==> config.mk <==
export PLATFORM = sky130hd
export DESIGN_NAME = pc_fetch_sequencer
export DESIGN_NICKNAME = d
export VERILOG_FILES = /design/src/rtl/pc_fetch_sequencer.sv
export SDC_FILE = /design/constraint.sdc
export NUM_CORES = 1
export LEC_CHECK = 0
export BUFFER_PORTS_ARGS = -buffer_cell sky130_fd_sc_hd__buf_2
export CORE_ASPECT_RATIO = 0.8
export CORE_MARGIN = 5
export CORE_UTILIZATION = 33
export DETAILED_ROUTE_END_ITERATION = 8
export RECOVER_POWER = 50
export SETUP_SLACK_MARGIN = 0.2
export SLEW_MARGIN = 25
export SYNTH_ARGS = -nofsm -noshare
export SYNTH_HDL_FRONTEND = slang
export SYNTH_SLANG_ARGS = --single-unit
==> constraint.sdc <==
create_clock -name Clock -period 2.5 [get_ports Clock]
set_input_delay 0.125 -clock Clock [delete_from_list [all_inputs] [get_ports Clock]]
set_output_delay 0.125 -clock Clock [all_outputs]
set_load 0.005 [all_outputs]
==> src/rtl/pc_fetch_sequencer.sv <==
//------------------------------------------------------------------------------
// pc_fetch_sequencer: fetch-stage PC sequencer (sequential/branch/exception, miss hold).
// Optional exception vector: define PC_EXC_VECTOR_EN.  Revision: 1.0
//------------------------------------------------------------------------------
`default_nettype none

module pc_fetch_sequencer #(
  parameter int                WIDTH        = 64,
  parameter logic [WIDTH-1:0]  RESET_VECTOR = '0,
  parameter logic [WIDTH-1:0]  EXC_VECTOR   = WIDTH'(64'h18)
) (
  input  logic             Clock,
  input  logic             Reset,
  input  logic             Hit,
  input  logic             Stall,
  input  logic             BranchTaken,
  input  logic [WIDTH-1:0] BranchTarget,
`ifdef PC_EXC_VECTOR_EN
  input  logic             ExcReq,
`endif
  output logic [WIDTH-1:0] Address,
  output logic             Flush,
  output logic             FetchValid,
  output logic [31:0]      MissCount
);

  typedef enum logic [0:0] {
    ST_FETCH = 1'b0,
    ST_MISS  = 1'b1
  } state_t;

  localparam logic [WIDTH-1:0] c_ALIGN_MASK = {{(WIDTH-2){1'b1}}, 2'b00};

  state_t           r_state;
  state_t           w_state_nxt;
  logic [WIDTH-1:0] r_addr;
  logic [WIDTH-1:0] w_addr_nxt;
  logic             r_flush;
  logic             w_flush_nxt;
  logic             r_pend;
  logic             w_pend_nxt;
  logic [WIDTH-1:0] r_pend_tgt;
  logic [WIDTH-1:0] w_pend_tgt_nxt;
  logic [31:0]      r_miss_cnt;
  logic [31:0]      w_miss_cnt_nxt;
  logic [WIDTH-1:0] w_seq_addr;
  logic [WIDTH-1:0] w_branch_tgt;
  logic             w_exc;

`ifdef PC_EXC_VECTOR_EN
  assign w_exc = ExcReq;
`else
  assign w_exc = 1'b0;
`endif

  assign w_seq_addr   = r_addr + WIDTH'(4);
  assign w_branch_tgt = BranchTarget & c_ALIGN_MASK;

  always_comb begin
    w_state_nxt    = r_state;
    w_addr_nxt     = r_addr;
    w_flush_nxt    = 1'b0;
    w_pend_nxt     = r_pend;
    w_pend_tgt_nxt = r_pend_tgt;

    if (w_exc) begin
      w_addr_nxt  = EXC_VECTOR & c_ALIGN_MASK;
      w_flush_nxt = 1'b1;
      w_pend_nxt  = 1'b0;
      w_state_nxt = ST_FETCH;
    end else begin
      case (r_state)
        ST_FETCH: begin
          // A live redirect re-probes the cache at the new address instead of missing.
          if (BranchTaken) begin
            w_addr_nxt  = w_branch_tgt;
            w_flush_nxt = 1'b1;
          end else if (Hit) begin
            if (!Stall) begin
              w_addr_nxt = w_seq_addr;
            end
          end else begin
            w_state_nxt = ST_MISS;
          end
        end
        ST_MISS: begin
          if (Hit) begin
            w_state_nxt = ST_FETCH;
            w_pend_nxt  = 1'b0;
            if (BranchTaken) begin
              w_addr_nxt  = w_branch_tgt;
              w_flush_nxt = 1'b1;
            end else if (r_pend) begin
              w_addr_nxt  = r_pend_tgt;
              w_flush_nxt = 1'b1;
            end else if (!Stall) begin
              w_addr_nxt = w_seq_addr;
            end
          end else if (BranchTaken) begin
            w_pend_nxt     = 1'b1;
            w_pend_tgt_nxt = w_branch_tgt;
          end
        end
        default: begin
          w_state_nxt = ST_FETCH;
        end
      endcase
    end
  end

  assign w_miss_cnt_nxt = ((r_state == ST_MISS) && (r_miss_cnt != 32'hFFFF_FFFF))
                          ? r_miss_cnt + 32'd1 : r_miss_cnt;

  always_ff @(negedge Clock) begin
    if (Reset) begin
      r_state    <= ST_FETCH;
      r_addr     <= RESET_VECTOR;
      r_flush    <= 1'b0;
      r_pend     <= 1'b0;
      r_pend_tgt <= '0;
      r_miss_cnt <= '0;
    end else begin
      r_state    <= w_state_nxt;
      r_addr     <= w_addr_nxt;
      r_flush    <= w_flush_nxt;
      r_pend     <= w_pend_nxt;
      r_pend_tgt <= w_pend_tgt_nxt;
      r_miss_cnt <= w_miss_cnt_nxt;
    end
  end

  assign Address    = r_addr;
  assign Flush      = r_flush;
  assign MissCount  = r_miss_cnt;
  assign FetchValid = (r_state == ST_FETCH) && Hit;

endmodule

`default_nettype wire
==> flow_summary_export.csv, run 1 <==
group,metric,value,unit
outcome,outcome,"complete, but fails checks",
outcome,violations,"negative setup slack",
cts,cts_buffer_depth,2,
critical_path,cp_data_arrival_time,1.96,ns
pwr,irDropWorstVdd,0.531,mV
grt,antenna_found_initial,4,
detailed_routing,viasPerCell,5.45,
place,placed_cells,1685,
detailed_routing,top_layer,"met5",
sta,hold_viol_final,0,
logic_synthesis,synthTopCellsByArea,"dfxtp_1, nand2_1, a21oi_1",
detailed_routing,wl_met2,15600,um
detailed_routing,drc_errors,0,
cts,clkSlewWorstSetupHoldPaths,0.04,ns
logic_synthesis,synth_top_cell_by_area,"dfxtp_1",
die,design.die.area,28600,um2
critical_path,r2r_cells,9,
worst_hold_path,whs_path_depth,2,
sta,relSlewSlack,0.393,
flow_run,cap_violations,0,
detailed_routing,wl_met3,3590,um
sta,worst_slack,-0.295,ns
grt,grt_pass1_vias,10517,
cts,htreeDepth,4,
logic_synthesis,synth_warnings,0,
place,port_buffers,162,
die,die_h,152,um
cts,cts_buffers,17,
final_layout,syn_to_final_growth,65.5,%
worst_hold_path,min_path_type,"flop to flop",
pwr,leakage,6.21,nW
detailed_routing,wl_met1,15700,um
logic_synthesis,avgSynthCellArea,7.28,um2
detailed_routing,drt-total-wl,36100,um
final_layout,finalInstanceArea,13800,um2
final_layout,nNetsFinal,1734,
logic_synthesis,async_flop_share,0,
grt,grt_pass1_wl,54600,um
logic_synthesis,synth-edff-count,0,
place,pre_cts_ws,-1.04,ns
critical_path,path_class,"primary input to flop",
detailed_routing,num_vias,10912,
final_layout,layout_commonest_cell,"nand2_1",
final_layout,most-common-layout-cells,"nand2_1, buf_4, inv_1, a21oi_1, buf_6",
die,ios,167,
sta,slew_violations,0,
sta,worst_pin_slew,0.911,ns
grt,grt_max_degree,42,
grt,grtUsageTotal,0.236,
critical_path,path_max_fanout,3,
detailed_routing,ant_nets,0,
die,die_x,188,um
pwr,powerDensity,568,nW/um2
cts,holdBufCountCts,0,
die,initial_utilization,0.332,
final_layout,drive_gt1_frac,0.373,
logic_synthesis,synth.top_cell.area_share,0.381,
detailed_routing,drt-initial-drc-count,1078,
final_layout,fin_cells,2001,
cts,insertion_delay,0.50,ns
detailed_routing,wl_per_cell,18.0,um
critical_path,rrSetupSlack,0.14,ns
detailed_routing,dr.pass1.iters,6,
cts,cts_tree,"built",
sta,rsz0062_at_grt,"yes",
cts,cts_root_buffer,"clkbuf_16",
place,placed_area,10500,um2
logic_synthesis,synth.distinct_cells,61,
place,gp_congestion,0.941,
die,placeableCoreArea,25100,um2
grt,grt-ovfl-total,0,
logic_synthesis,synth_cells,1146,
critical_path,startpoint_type,"primary input",
critical_path,crit_required,1.66,ns
cts,cts_sinks,159,
place,place_hpwl,23500,um
logic_synthesis,synth-seq-area-share,0.381,
die,row_count,52,
logic_synthesis,ys_seq_elements,159,
critical_path,crit_path_end_kind,"flop",
logic_synthesis,synth_area,8350,um2
logic_synthesis,yosys_most_used_dff,"dfxtp_1",
sta,setup_viol,61,
sta,fin_skew,0.0465,ns
cell usage after synthesis (all sizes together), types with 3 or more instances:
| cell | count |
|---|---|
| nand2 | 222 |
| dfxtp | 159 |
| a21oi | 123 |
| nor2 | 100 |
| clkbuf | 74 |
| o21ai | 67 |
| nor3 | 49 |
| nand3 | 47 |
| a211oi | 36 |
| nand4 | 33 |
| xor2 | 30 |
| and3 | 22 |
| a31oi | 16 |
| inv | 15 |
| nor4 | 12 |
| and4 | 11 |
| buf | 11 |
| o211ai | 10 |
| or3 | 10 |
| xnor2 | 10 |
| a311oi | 8 |
| o31ai | 8 |
| a221oi | 6 |
| o21a | 6 |
| mux2i | 5 |
| a21o | 4 |
| a2bb2oi | 4 |
| and2 | 4 |
| o41ai | 4 |
| or4 | 4 |
| a2111oi | 3 |
| a211o | 3 |
| o22ai | 3 |
sequential cells by signal (all words and copies together), names as in the netlist:
signal / cells
r_pend_tgt: 62
Address: 62
r_state: 1
Flush: 1
r_pend: 1
MissCount: 32
through the flow:
stage / power [mW] / util / setup TNS [ns] / hold WS (ns)
floorplan: 3.59 / - / -14.74 / 0.432
global placement: 4.04 / 0.417 / -34.32 / 0.438
detailed placement: 4.05 / 0.417 / -38.68 / 0.442
CTS: 7.82 / 0.534 / -3.24 / 0.446
global route: 8.32 / 0.550 / -13.04 / 0.465
finish: 7.84 / 0.550 / -5.97 / 0.446
metal layers:
layer | up-vias | global-route usage
met4 | 6 | 0.121
met5 | - | 0.00836
met1 | 5057 | 0.318
met2 | 595 | 0.327
met3 | 107 | 0.0870
li1 | 5147 | -
kinds of logic after synthesis:
kind of cell / after synthesis / share of synthesized area
simple gates: 527 / 0.293
flops: 159 / 0.381
mux: 6 / 0.00734
compound gates: 311 / 0.226
fa+ha+maj: 2 / 0.00300
xor+xnor: 40 / 0.0420
buf+inv: 100 / 0.0466
other cells: 1 / 0.000449
area by class of cell:
class / instances / area [um2]
inverter: 14 / 55.1
tap: 324 / 405
clock inverter: 174 / 793
fill: 2296 / 11300
multi-input combinational: 888 / 5260
antenna: 1 / 2.50
timing repair buffer: 424 / 3480
clock buffer: 17 / 425
sequential: 159 / 3390
power by group:
group          internal [mW]  leakage, nW  total, mW  switching, mW
Clock                   1.88         1.16       3.90           2.02
Combinational          0.587         3.71       1.22          0.636
Sequential              2.64         1.34       2.72         0.0774
Total                   5.11         6.21       7.84           2.74
worst paths after layout:
path / end / startpoint
setup / recovery: Address[59] / Stall
hold / removal: r_pend_tgt[36] / r_pend_tgt[36]
setup reg to reg: Address[50] / Address[16]
hold reg to reg: r_pend_tgt[36] / r_pend_tgt[36]
repair_timing:
| action | in CTS | in global routing |
|---|---|---|
| resized for setup | 275 | 60 |
| gates cloned | 0 | 0 |
| buffers inserted | 105 | 20 |
| pin swaps | 50 | 27 |
| endpoints found under the setup margin | 146 | 147 |
worst max-delay path: stages:
cell	delay (ns)
buf_6	0.09
nand4b_1	0.20
nor4_2	0.17
buf_4	0.17
nand4_1	0.14
or4_4	0.49
or4b_1	0.48
nand3_1	0.08
No activity file was read; power rests on OpenSTA's default activity.
==> run 2: changes to the inputs <==
--- a/config.mk
+++ b/config.mk
@@ -5,6 +5,7 @@
 export SDC_FILE = /design/constraint.sdc
 export NUM_CORES = 1
 export LEC_CHECK = 0
+export ABC_AREA = 1
 export BUFFER_PORTS_ARGS = -buffer_cell sky130_fd_sc_hd__buf_2
 export CORE_ASPECT_RATIO = 0.8
 export CORE_MARGIN = 5
==> run 2 against run 1 <==
Compared with the run above:
- routed wire length grew 11%
- setup slack improved by 0.42 ns
- synthesized cell count up 38%
- cell count rose by 21%
- flip-flop and latch count is the same
- synthesized area up 15%
- non-clock buffer count shrank 92
- via count is 11% higher
- design area is 2.0% higher
- largest cell class unchanged
- count of clock-buffer cells in the layout is the same
- combinational power is 7% lower
- the run now ends clean
==> flow_summary_export.csv, run 2 <==
group,metric,value,unit
place,place_hpwl,28400,um
cts,holdBufCountCts,0,
die,ios,167,
critical_path,critPathSlowestCell,"dfxtp_2",
cts,cts_root_buffer,"clkbuf_16",
grt,grt_pass1_vias,11717,
logic_synthesis,synthTopCellsByArea,"dfxtp_1, nand2_1, nor2_1",
cts,clkSlewWorstSetupHoldPaths,0.04,ns
logic_synthesis,synth_common_cells,"nand2_1, nor2_1, dfxtp_1",
detailed_routing,top_layer,"met4",
flow_run,cap_violations,0,
die,design.die.area,32700,um2
logic_synthesis,synth-seq-area-share,0.331,
final_layout,drive_gt1_frac,0.256,
detailed_routing,wl_met2,17000,um
sta,slew_violations,0,
place,gp_congestion,0.950,
die,row_count,55,
detailed_routing,wl_met3,3500,um
cts,htreeDepth,4,
sta,relSlewSlack,0.437,
critical_path,endpoint,"FetchValid",
critical_path,timing.rr.end,"MissCount[24]",
die,die_h,163,um
critical_path,path_class,"flop to output pin",
critical_path,critical_path_depth,2,
detailed_routing,drt-total-wl,39900,um
cts,insertion_delay,0.49,ns
logic_synthesis,synth_warnings,0,
sta,setup_viol,0,
critical_path,crit_path_end_kind,"output pin",
worst_hold_path,min_path_type,"flop to flop",
detailed_routing,wl_met1,18600,um
logic_synthesis,synth_area,9620,um2
logic_synthesis,synth_top_cell_by_area,"dfxtp_1",
final_layout,most-common-layout-cells,"nand2_1, inv_1, nor2_1, buf_4, a21oi_1",
logic_synthesis,synth.distinct_cells,43,
die,die_x,201,um
critical_path,rrSetupSlack,0.17,ns
logic_synthesis,yosysMostFrequentCell,"nand2_1",
logic_synthesis,synth.top_cell.area_share,0.331,
logic_synthesis,avgSynthCellArea,6.07,um2
sta,worst_pin_slew,0.844,ns
cts,cts_tree,"built",
final_layout,syn_to_final_growth,46.5,%
pwr,irDropWorstVdd,0.506,mV
final_layout,layout_commonest_cell,"nand2_1",
sta,fin_skew,0.0311,ns
detailed_routing,num_vias,12112,
pwr,powerDensity,545,nW/um2
sta,rsz0062_at_grt,"yes",
critical_path,cp_slowest_stage_delay,0.33,ns
critical_path,cp_data_arrival_time,2.25,ns
logic_synthesis,async_flop_share,0,
grt,grtUsageTotal,0.237,
final_layout,fin_cells,2413,
grt,grt_pass1_wl,62000,um
logic_synthesis,synth_cells,1585,
critical_path,path_cells,"nor2_4 > buf_2",
place,port_buffers,162,
sta,worst_slack,0.124,ns
detailed_routing,drc_errors,0,
pwr,leakage,6.73,nW
cts,cts_buffer_depth,2,
detailed_routing,wl_per_cell,16.5,um
critical_path,crit_required,2.38,ns
die,initial_utilization,0.338,
final_layout,finalInstanceArea,14100,um2
sta,hold_viol_final,0,
grt,grt_max_degree,47,
place,placed_area,11400,um2
detailed_routing,viasPerCell,5.02,
logic_synthesis,ys_seq_elements,159,
die,placeableCoreArea,28500,um2
critical_path,r2r_cells,10,
place,pre_cts_ws,-0.203,ns
critical_path,path_max_fanout,2,
outcome,outcome,"finished clean",
critical_path,crit_start,"r_state",
detailed_routing,ant_nets,0,
final_layout,nNetsFinal,2100,
grt,grt-ovfl-total,0,
place,placed_cells,2130,
grt,antenna_found_initial,0,
logic_synthesis,synth-edff-count,0,
sta,finalHoldWorstSlack,0.450,ns
logic_synthesis,yosys_most_used_dff,"dfxtp_1",
cts,cts_sinks,159,
critical_path,crit_family,"flip-flops",
detailed_routing,dr.pass1.iters,6,
critical_path,startpoint_type,"flop",
critical_path,critPathBufInv,1,
final_layout,fillers,2998,
detailed_routing,drt-initial-drc-count,1108,
critical_path,reg2reg_from,"MissCount[0]",
cts,cts_buffers,17,
run 2: timing repair:
action | CTS | global route
setup endpoints to repair | 94 | 96
hold endpoints to repair | 0 | 0
pin swaps | 1 | 2
resized for setup | 240 | 19
setup buffers | 84 | 8
run 2: tightest hold or removal path, delay by kind of cell, from the launching register on:
| kind | cells | cell delay (ns) |
|---|---|---|
| buffers and inverters | 1 | 0.06 |
| DFF | 1 | 0.29 |
| AOI/OAI and AO/OA | 1 | 0.05 |
run 2: report_power, final:
group          internal [mW]  switching, mW
Clock                   1.85           1.95
Sequential              2.65         0.0962
Combinational          0.500          0.625
run 2: worst min path at each step:
stage               slack (ns)  depth (start not counted)            from             end
detailed placement        0.44                          2  r_pend_tgt[36]  r_pend_tgt[36]
global placement          0.44                          2  r_pend_tgt[28]  r_pend_tgt[28]
floorplan                 0.40                          2             Hit      FetchValid
global route              0.47                          2  r_pend_tgt[27]  r_pend_tgt[27]
CTS                       0.45                          2  r_pend_tgt[30]  r_pend_tgt[30]
finish                    0.45                          2  r_pend_tgt[36]  r_pend_tgt[36]
run 2: cells by family (layout without fill, tap and decap cells):
family,Yosys count,in the layout,share of synthesized area
other,1,3,0.000390
DFF,159,159,0.331
buffers and inverters,210,666,0.0872
and+or+nand+nor,952,952,0.420
AOI/OAI and AO/OA,236,236,0.136
adders and majority gates,2,2,0.00260
xor gates and xnor gates,25,25,0.0228
run 2: layer usage:
metal / vias up / track usage
li1: 5994 / -
met1: 5578 / 0.322
met2: 482 / 0.350
met3: 58 / 0.0828
met4: 0 / 0.0826
met5: - / 0
run 2: area by class of cell:
type                            count  area [um2]  share of cell area
Tap cell                          370         463              0.0329
Inverter                          143         548              0.0389
Timing Repair Buffer              332        2680               0.190
Sequential cell                   159        3480               0.247
Clock inverter                    174         779              0.0553
Multi-Input combinational cell   1217        5700               0.405
Antenna cell                        1        2.50            0.000178
Clock buffer                       17         425              0.0302
run 2: stage by stage:
stage               setup TNS, ns   util  power (mW)
global placement            -3.76  0.401        4.08
CTS                             0  0.491        7.75
global route                    0  0.494        8.20
finish                          0  0.494        7.67
floorplan                       0      -        3.65
detailed placement          -4.77  0.401        4.09
